===== config.mk =====
export PLATFORM = sky130hd
export DESIGN_NAME = branch_resolve_unit
export DESIGN_NICKNAME = d
export VERILOG_FILES = /design/src/rtl/branch_resolve_unit.sv
export SDC_FILE = /design/constraint.sdc
export NUM_CORES = 1
export LEC_CHECK = 0
export ABC_AREA = 1
export CAP_MARGIN = 20
export CELL_PAD_IN_SITES_DETAIL_PLACEMENT = 1
export CELL_PAD_IN_SITES_GLOBAL_PLACEMENT = 1
export CORE_MARGIN = 2
export CORE_UTILIZATION = 44
export DETAILED_ROUTE_END_ITERATION = 16
export PLACE_DENSITY = 0.91
export SYNTH_ARGS = -nofsm -noshare
export SYNTH_HDL_FRONTEND = slang
export SYNTH_SLANG_ARGS = --single-unit

===== constraint.sdc =====
create_clock -name clk -period 8.7 [get_ports clk]
set_input_delay 1.74 -clock clk [delete_from_list [all_inputs] [get_ports clk]]
set_output_delay 1.74 -clock clk [all_outputs]
set_load 0.02 [all_outputs]

===== src/rtl/branch_resolve_unit.sv =====
// Resolution side of the branch predictor: holds in-flight predictions in order,
// checks each one against the EX outcome, and issues flush/redirect plus training updates.
module branch_resolve_unit #(
  parameter int DEPTH = 2,
  parameter int CNT_W = 16
) (
  input  logic             clk,
  input  logic             rst_n,
  input  logic             stall,
  input  logic             pred_valid,
  input  logic             pred_taken,
  input  logic [31:0]      pred_tgt,
  input  logic [31:0]      pred_fall,
  input  logic             res_valid,
  input  logic             res_taken,
  output logic             flush,
  output logic [31:0]      redirect_pc,
  output logic             upd_valid,
  output logic             upd_taken,
  output logic             upd_mispred,
  output logic             q_empty,
  output logic             q_full,
  output logic             err,
  output logic [CNT_W-1:0] branch_cnt,
  output logic [CNT_W-1:0] mispred_cnt
);

  localparam int AW = (DEPTH > 1) ? $clog2(DEPTH) : 1;
  localparam logic [AW:0] FULL_CNT = (AW + 1)'(DEPTH);

  logic [AW-1:0] rd_ptr;
  logic [AW-1:0] wr_ptr;
  logic [AW:0]   count;

  logic          ent_taken [DEPTH];
  logic [31:0]   ent_tgt   [DEPTH];
  logic [31:0]   ent_fall  [DEPTH];

  logic push_req;
  logic pop;
  logic mis;
  logic accept;
  logic overflow;
  logic empty_res;

  assign q_empty = (count == '0);
  assign q_full  = (count == FULL_CNT);

  // Fetch during the flush cycle is wrong-path, so it never enters the queue.
  assign push_req  = pred_valid & ~stall & ~flush;
  assign pop       = res_valid & ~stall & ~q_empty;
  assign mis       = pop & (res_taken != ent_taken[rd_ptr]);
  assign accept    = push_req & ~mis & (~q_full | pop);
  assign overflow  = push_req & q_full & ~pop;
  assign empty_res = res_valid & ~stall & q_empty;

  always_ff @(posedge clk) begin
    if (accept) begin
      ent_taken[wr_ptr] <= pred_taken;
      ent_tgt[wr_ptr]   <= pred_tgt;
      ent_fall[wr_ptr]  <= pred_fall;
    end
  end

  always_ff @(posedge clk) begin
    if (!rst_n) begin
      rd_ptr      <= '0;
      wr_ptr      <= '0;
      count       <= '0;
      flush       <= 1'b0;
      redirect_pc <= '0;
      upd_valid   <= 1'b0;
      upd_taken   <= 1'b0;
      upd_mispred <= 1'b0;
      err         <= 1'b0;
      branch_cnt  <= '0;
      mispred_cnt <= '0;
    end else begin
      flush     <= mis;
      upd_valid <= pop;

      if (overflow || empty_res)
        err <= 1'b1;

      if (pop) begin
        upd_taken   <= res_taken;
        upd_mispred <= mis;
        redirect_pc <= res_taken ? ent_tgt[rd_ptr] : ent_fall[rd_ptr];
        if (branch_cnt != '1)
          branch_cnt <= branch_cnt + 1'b1;
        if (mis && mispred_cnt != '1)
          mispred_cnt <= mispred_cnt + 1'b1;
      end

      // A mispredict discards every younger entry: the queue collapses onto wr_ptr.
      if (mis) begin
        rd_ptr <= wr_ptr;
        count  <= '0;
      end else begin
        if (pop)
          rd_ptr <= rd_ptr + 1'b1;
        if (accept)
          wr_ptr <= wr_ptr + 1'b1;
        if (accept && !pop)
          count <= count + 1'b1;
        else if (!accept && pop)
          count <= count - 1'b1;
      end
    end
  end

endmodule

==> results of run 1 <==
==> cell families (layout without fill, tap and decap cells) <==
logic type      Yosys count  count (layout)  synth area share (%)
simple gates            345             345                  17.5
flops                   204             204                  64.3
fa+ha+maj                 3               3                 0.448
compound gates          168             168                  11.0
buf+inv                 110             262                  5.36
xor+xnor                 14              14                  1.46
==> cells in the mapped netlist, types with 8 or more instances <==
cell / instances
o22ai_1: 32
xor2_1: 9
dfxtp_1: 74
a21oi_1: 22
inv_1: 69
o21ai_0: 74
a21oi_2: 8
clkbuf_1: 26
nand4_1: 10
nor2_1: 179
nand3_1: 21
o21ai_1: 30
edfxtp_1: 130
nand2_1: 113
==> where the power goes <==
group | total, mW | internal (mW) | switching [mW] | leakage, nW
clock | 0.917 | 0.517 | 0.400 | 0.358
combinational | 0.341 | 0.131 | 0.210 | 1.86
sequential | 1.12 | 1.09 | 0.0265 | 1.79
==> how the worst min path moves through the flow <==
stage / from / to / slack [ns]
6_report: err / err / 0.46
3_5_place_dp: err / err / 0.44
5_1_grt: upd_mispred / upd_mispred / 0.50
4_1_cts: err / err / 0.46
3_3_place_gp: err / err / 0.44
2_1_floorplan: wr_ptr / wr_ptr / 0.49
==> through the flow <==
stage / hold WS, ns / instance area, µm²
after CTS: 0.463 / 10700
after global routing: 0.497 / 10700
after detailed placement: 0.445 / 9970
after floorplan: 0.493 / 8380
final: 0.460 / 10700
after global placement: 0.442 / 9950
==> critical path, stage by stage <==
cell	delay, ns
clkdlybuf4s50_1	0.48
nand2_1	0.11
nor2_4	0.57
inv_2	0.51
nor2_2	0.80
nand3_1	0.15
nand2_1	0.11
nor2_1	0.06
==> state kept, by name, indices dropped and copies added, names as in the netlist, named ones only <==
name         count
flush            1
branch_cnt      16
ent_fall        64
upd_mispred      1
rd_ptr           1
ent_tgt         64
upd_taken        1
mispred_cnt     16
upd_valid        1
err              1
wr_ptr           1
redirect_pc     32
ent_taken        2
count            2
==> layer usage <==
layer | GRT usage, % | up-vias | share of wire (%)
li1 | - | 3113 | -
met1 | 27.0 | 3167 | 42
met5 | 0 | - | 0
met4 | 8.26 | 0 | 2.9
met2 | 40.8 | 180 | 51
met3 | 3.73 | 52 | 4.8
==> cell type report <==
type | instances | share of cell area [%]
clock inverter | 14 | 0.908
clock buffer | 28 | 5.81
timing repair buffer | 148 | 14.1
sequential | 204 | 50.1
inverter | 72 | 2.52
tap | 234 | 2.73
multi-input combinational | 530 | 23.8
==> reports/results.ini, run 1 <==
[placement]
place_ws_ns=3.50
io_buffer_count=141
dpl.cell_count=1186
gp_congestion=0.772
hpwlAfterDp_mm=14.5

[finish]
drive_above_1_share_pct=7.93
insertedDiodeCount=0
multi_input_area_mm2=0.00256
post-route-util_pct=57.4
final-seq-area_mm2=0.00539
layout_common_cells=nor2_1 (177), clkdlybuf4s50_1 (141), edfxtp_1 (130)
layout_commonest_cell=nor2_1
area_growth_syn_to_layout_pct=28.3
fillers=2023
nets=1053
layoutNonFillerInstCount=1230

[sta]
clock_skew_ns=0.0106
setup_ws_ns=4.55
hold_viol_final=0
setup-tns-final_ns=0
setup_viol=0
period_minus_slack_ns=4.15
fmaxAchievable_mhz=241
fin_crit_sh_pct=47.7
timing.slew.headroom_pct=30.0
slew_viol_final=0
tightest_slew_ns=1.05
rsz0062_at_grt=no

[die]
initial_core_util_pct=44.8
rows=50
dieArea_mm2=0.0202
die_x_um=142
io_pins=142
fp.dieH_um=142
coreArea_mm2=0.0187

[yosys]
avgSynthCellArea_um2=9.92
yosysTopAreaCellShare_pct=46.6
netlist-cell-type-count=33
synth_ff_type=edfxtp_1
ys_seq_area_share_pct=64.3
synth_area_leaders=edfxtp_1 (47%), dfxtp_1 (18%), nor2_1 (8.0%), nand2_1 (5.1%), o21ai_0 (4.4%)
yosys_warnings=0
synthesis.nets=918
synthArstFlopShare_pct=0
ys_seq_elements=204
syn_area_mm2=0.00838
synth_cells=844
synth_area_leader_cell=edfxtp_1
synth_edf_count=130

[setup_path]
crit_path_max_fanout=37
cp-endpoint=branch_cnt[9]
required_ns=9.11
r2r_setup_slack_ns=5.83
r2r.worst_path.cells=11
crit_path_end_kind=flop
crit_start=res_valid
crit_type=primary input to flop
arrival_ns=4.57
reg2reg_to=count[1]
startpoint_type=primary input

[grt]
grt_pass1_wl_mm=35.7
grt_pass1_vias=7012
grt_max_degree=67
grt_overflow_total=0
antenna_found_initial=0
track_usage_pct=22.5

[routing]
wl_mm=22.5
vias=6512
first_pass_iters=5
post_drt_wl_per_cell_um=18.3
post-route-drc-count=0
drt_iter0_markers=410
routed_via_density=5.29
ant_nets=0

[power_and_ir_drop]
total_power_mw=2.38
powerDensity_mw_per_mm2=221
ir_worst_vdd_v=0.000150
leakagePower_nw=4.01

[status]
outcome=finished clean

[clocking]
post_cts_buffers=0
cts_resized=0
clk_path_buf_depth=3
clk_latency_ns=0.52
cts_tree=done
hold_buffers=0
htree_levels=1
cts.sinks=204
clk_pin_slew_ns=0.06
cts_made_buffers=23
cts_root_buf=clkbuf_16

[flow_run]
maxCapViolations=0

[worst_hold_path]
min_path_cells=2
hold_path_class=flop to flop

Power figures use the tool's default switching activity.
==> run 2: changes to the inputs <==
CORE_UTILIZATION = 37   (was 44)
PLACE_DENSITY = 0.82   (was 0.91)
clock period = 3.6 ns   (was 8.7 ns; I/O delays follow)
==> run 2 against run 1 <==
Compared with the run above:
- clock skew rose by 0.0081 ns
- utilization fell by 9.1 points
- flip-flop and latch count did not move
- total power rose by 140%
- count of clock-buffer cells in the layout did not move
==> reports/results.ini, run 2 (synthesis results as in run 1) <==
[status]
outcome=finished clean

[sta]
holdWs_ns=0.492
setup_viol=0
fmaxAchievable_mhz=402
clock_skew_ns=0.0187
hold_viol_final=0
tightest_slew_ns=0.671
rsz0062_at_grt=no
timing.slew.headroom_pct=55.3
period_minus_slack_ns=2.49
fin_crit_sh_pct=69.1
slew_viol_final=0
setup_ws_ns=1.11
setup-tns-final_ns=0

[clocking]
cts_made_buffers=23
clk_path_buf_depth=3
hold_buffers=0
clk_latency_ns=0.51
cts_tree=done
htree_levels=1
clk_pin_slew_ns=0.06
cts_root_buf=clkbuf_16
cts.sinks=204
cts_resized=0
post_cts_buffers=0

[routing]
first_pass_iters=6
post-route-drc-count=0
post_drt_wl_per_cell_um=17.1
drt_iter0_markers=307
routed_via_density=5.02
vias=6470
wl_met2_mm=11.6
highest_layer=met4
wl_mm=22.0
drt-met1-wl_mm=9.23
ant_nets=0
routed-wl-met3_um=789

[placement]
place_area_mm2=0.0101
place_ws_ns=0.592
io_buffer_count=141
gp_congestion=0.748
hpwlAfterDp_mm=14.2

[finish]
fillers=2513
area_growth_syn_to_layout_pct=29.5
stdcell_area_mm2=0.0108
drive_above_1_share_pct=8.68
top_regs=ent_fall: 64 flops, ent_tgt: 64 flops, redirect_pc: 32 flops
nets=1059
layout_common_cells=nor2_1 (177), clkdlybuf4s50_1 (140), edfxtp_1 (130)
layout_commonest_cell=nor2_1

[grt]
grt_max_degree=66
grt_pass1_vias=6789
track_usage_pct=18.3
antenna_found_initial=1
grt_pass1_wl_mm=35.0
grt_overflow_total=0

[flow_run]
maxCapViolations=0

[setup_path]
crit_path_end_kind=output port
arrival_ns=1.77
crit_path_max_fanout=3
slowest_delay_ns=0.68
crit_type=flop to output port
cp_cell_sequence=nor2_1 > clkdlybuf4s50_1
startpoint_type=flop
crit_slowest_cell=clkdlybuf4s50_1
required_ns=2.88

[die]
initial_core_util_pct=37.3
fp.dieH_um=154
rows=55
die_x_um=154
coreArea_mm2=0.0224
io_pins=142
dieArea_mm2=0.0239

[power_and_ir_drop]
power_frac_comb_pct=13.8
power_frac_seq_pct=46.7
p_int_mw=4.34
powerDensity_mw_per_mm2=536
p_sw_share_pct=25.4
p_sw_mw=1.47
leakagePower_nw=4.05
total_power_mw=5.81
ir_worst_vdd_v=0.000379
clockPowerShare_pct=39.4

[worst_hold_path]
hold_path_class=flop to flop

[run 2: path summary, 6_finish.rpt]
check	end	from	depth (start not counted)	slack (ns)
worst min register to register	err	err	2	0.49
worst min-delay path	err	err	2	0.49
worst max-delay path	q_empty	count[0]	2	1.11
worst max register to register	count[1]	count[0]	9	1.44
[run 2: power by group through the flow]
stage	Combinational, mW	Sequential [mW]	Clock [mW]
detailed placement	0.818	2.77	0
floorplan	0.386	2.82	0
finish	0.805	2.71	2.29
global placement	0.786	2.76	0
global route	0.890	2.73	2.44
CTS	0.820	2.72	2.35
[run 2: final cells by class]
type	instances	area [µm²]	share of cell area, %
Sequential cell	204	5390	49.7
Clock inverter	14	120	1.11
Antenna cell	1	2.50	0.0231
Clock buffer	28	624	5.76
Tap cell	285	357	3.29
Timing Repair Buffer	154	1530	14.1
Multi-Input combinational cell	530	2560	23.6
Inverter	72	270	2.49
[run 2: metal layers]
metal | track usage [%] | up-vias
li1 | - | 3127
met1 | 21.7 | 3189
met2 | 34.6 | 128
met3 | 2.86 | 26
met4 | 4.45 | 0
met5 | 0 | -
[run 2: per-stage QoR]
stage | util, % | std cells
finish | 48.3 | 1288
global route | 48.3 | 1288
CTS | 48.3 | 1287
detailed placement | 45.0 | 1245
global placement | 45.0 | 1245
floorplan | - | 844
[run 2: worst max-delay path: cells and delay by family (launching register included)]
kind / cells / cell delay (ns)
flip-flops: 1 / 0.33
buffers and inverters: 1 / 0.68
AND/OR/NAND/NOR: 1 / 0.26
==> run 3: changes to the inputs <==
CORE_UTILIZATION = 41   (was 37)
PLACE_DENSITY = 0.86   (was 0.82)
clock period = 2.5 ns   (was 3.6 ns; I/O delays follow)
==> run 3 against run 2 <==
Compared with the run above:
- non-clock buffer count increased by 8
- via count is 1.7% higher
- cell area is 0.95% higher
- wire length grew 7.0%
- critical path depth is 2 higher
- critical path type unchanged
- critical endpoint is now q_full
==> reports/results.ini, run 3 (synthesis results as in run 1) <==
[status]
outcome=finished clean

[grt]
antenna_found_initial=1
grt_overflow_total=0
grt_util_met1_pct=25.9
track_usage_pct=21.7
grt_pass1_vias=6988
grt_pass1_wl_mm=36.9
grtUsageMet2_pct=40.1
gr-usage-met3_pct=3.85
busiest_layer=met2
grt_max_degree=59

[setup_path]
slowest_delay_ns=0.60
required_ns=2.00
cp_cell_sequence=inv_1 > nand2_1 > inv_1 > clkdlybuf4s50_1
critPathBufInv=3
crit_type=flop to output port
cp_common_cell=inv_1
path_delay_family=buffers and inverters
crit_slowest_cell=clkdlybuf4s50_1
crit_path_max_fanout=3
startpoint_type=flop
crit_path_end_kind=output port
arrival_ns=1.75

[clocking]
cts_made_buffers=23
cts_root_buf=clkbuf_16
cts.sinks=204
clk_latency_ns=0.51
htree_levels=1
cts_tree=done
post_cts_buffers=0
clk_path_buf_depth=3
hold_buffers=0
cts_resized=0
clk_pin_slew_ns=0.06

[routing]
drt_iter0_markers=284
post_drt_wl_per_cell_um=18.4
wl_mm=23.5
routed_via_density=5.14
post-route-drc-count=0
first_pass_iters=5
ant_nets=0
vias=6577

[power_and_ir_drop]
ir_worst_vdd_v=0.000482
leakagePower_nw=4.09
powerDensity_mw_per_mm2=778

[flow_run]
maxCapViolations=0

[sta]
hold_viol_final=0
setup-tns-final_ns=0
clock_skew_ns=0.00882
setup_viol=0
slew_viol_final=0
fin_crit_sh_pct=89.9
fmaxAchievable_mhz=445
period_minus_slack_ns=2.25
timing.slew.headroom_pct=67.2
rsz0062_at_grt=no
tightest_slew_ns=0.491

[die]
initial_core_util_pct=41.5
fp.dieH_um=147
io_pins=142
rows=52
dieArea_mm2=0.0216
coreArea_mm2=0.0202
die_x_um=147

[finish]
fillers=2244
top_regs=ent_fall: 64 flops, ent_tgt: 64 flops, redirect_pc: 32 flops
layout_commonest_cell=nor2_1
drive_above_1_share_pct=9.01
area_growth_syn_to_layout_pct=30.7
layout_common_cells=nor2_1 (176), clkdlybuf4s50_1 (141), edfxtp_1 (130)
insertedDiodeCount=0
post-route-util_pct=54.3
nets=1067

[placement]
hpwlAfterDp_mm=15.7
io_buffer_count=141
gp_congestion=0.761

[worst_hold_path]
hold_path_class=flop to flop

-- run 3: changes by cell type in the layout (fill, tap and decap cells not counted), moves of 2 or more --
| cell | before | now |
|---|---|---|
| buf_12 | 2 | 6 |
| clkbuf_8 | 3 | 1 |
| clkinv_2 | 8 | 4 |
| clkbuf_1 | 2 | 5 |
| buf_4 | 11 | 15 |
-- run 3: through the flow --
step / cells / area [µm²] / setup WS (ns) / power, mW / hold WS, ns
after floorplan: 844 / 8390 / 0.0549 / 4.61 / 0.522
after global placement: 1238 / 10200 / 0.155 / 5.13 / 0.449
after detailed placement: 1238 / 10200 / 0.00944 / 5.21 / 0.447
after CTS: 1280 / 10900 / 0.220 / 8.61 / 0.467
after global routing: 1280 / 10900 / 0.148 / 8.86 / 0.480
final: 1280 / 10900 / 0.252 / 8.51 / 0.467
-- run 3: final cells by class --
type / instances / area (µm²) / area share (%)
sequential: 204 / 5390 / 49.2
multi-input combinational: 530 / 2560 / 23.4
timing repair buffer: 162 / 1640 / 15.0
clock buffer: 29 / 608 / 5.55
tap: 270 / 338 / 3.09
inverter: 72 / 270 / 2.47
clock inverter: 13 / 143 / 1.30
-- run 3: tightest hold or removal path, cell delays in order, from the launching register on --
cell,delay [ns]
dfxtp_1,0.33
o21ai_1,0.07
inv_1,0.04
-- run 3: path summary, 6_finish.rpt --
kind / end / slack [ns] / startpoint / depth (start not counted)
max: q_full / 0.25 / count[0] / 4
min: err / 0.47 / err / 2
max reg2reg: count[1] / 0.51 / flop / 11
min reg2reg: err / 0.47 / err / 2
-- run 3: where the power goes --
part	internal, mW	switching, mW	leakage [nW]	total (mW)
clock network	2.03	1.34	0.370	3.38
registers	3.81	0.0998	1.79	3.91
logic	0.488	0.743	1.93	1.23
total	6.33	2.19	4.09	8.51
-- run 3: per-layer routing --
metal / part of all wire, % / up-vias / wire length, µm
li1: - / 3131 / -
met3: 5.5 / 40 / 1290
met4: 2.2 / 0 / 513
met5: 0 / - / 0
met2: 52 / 192 / 12300
met1: 40 / 3214 / 9460
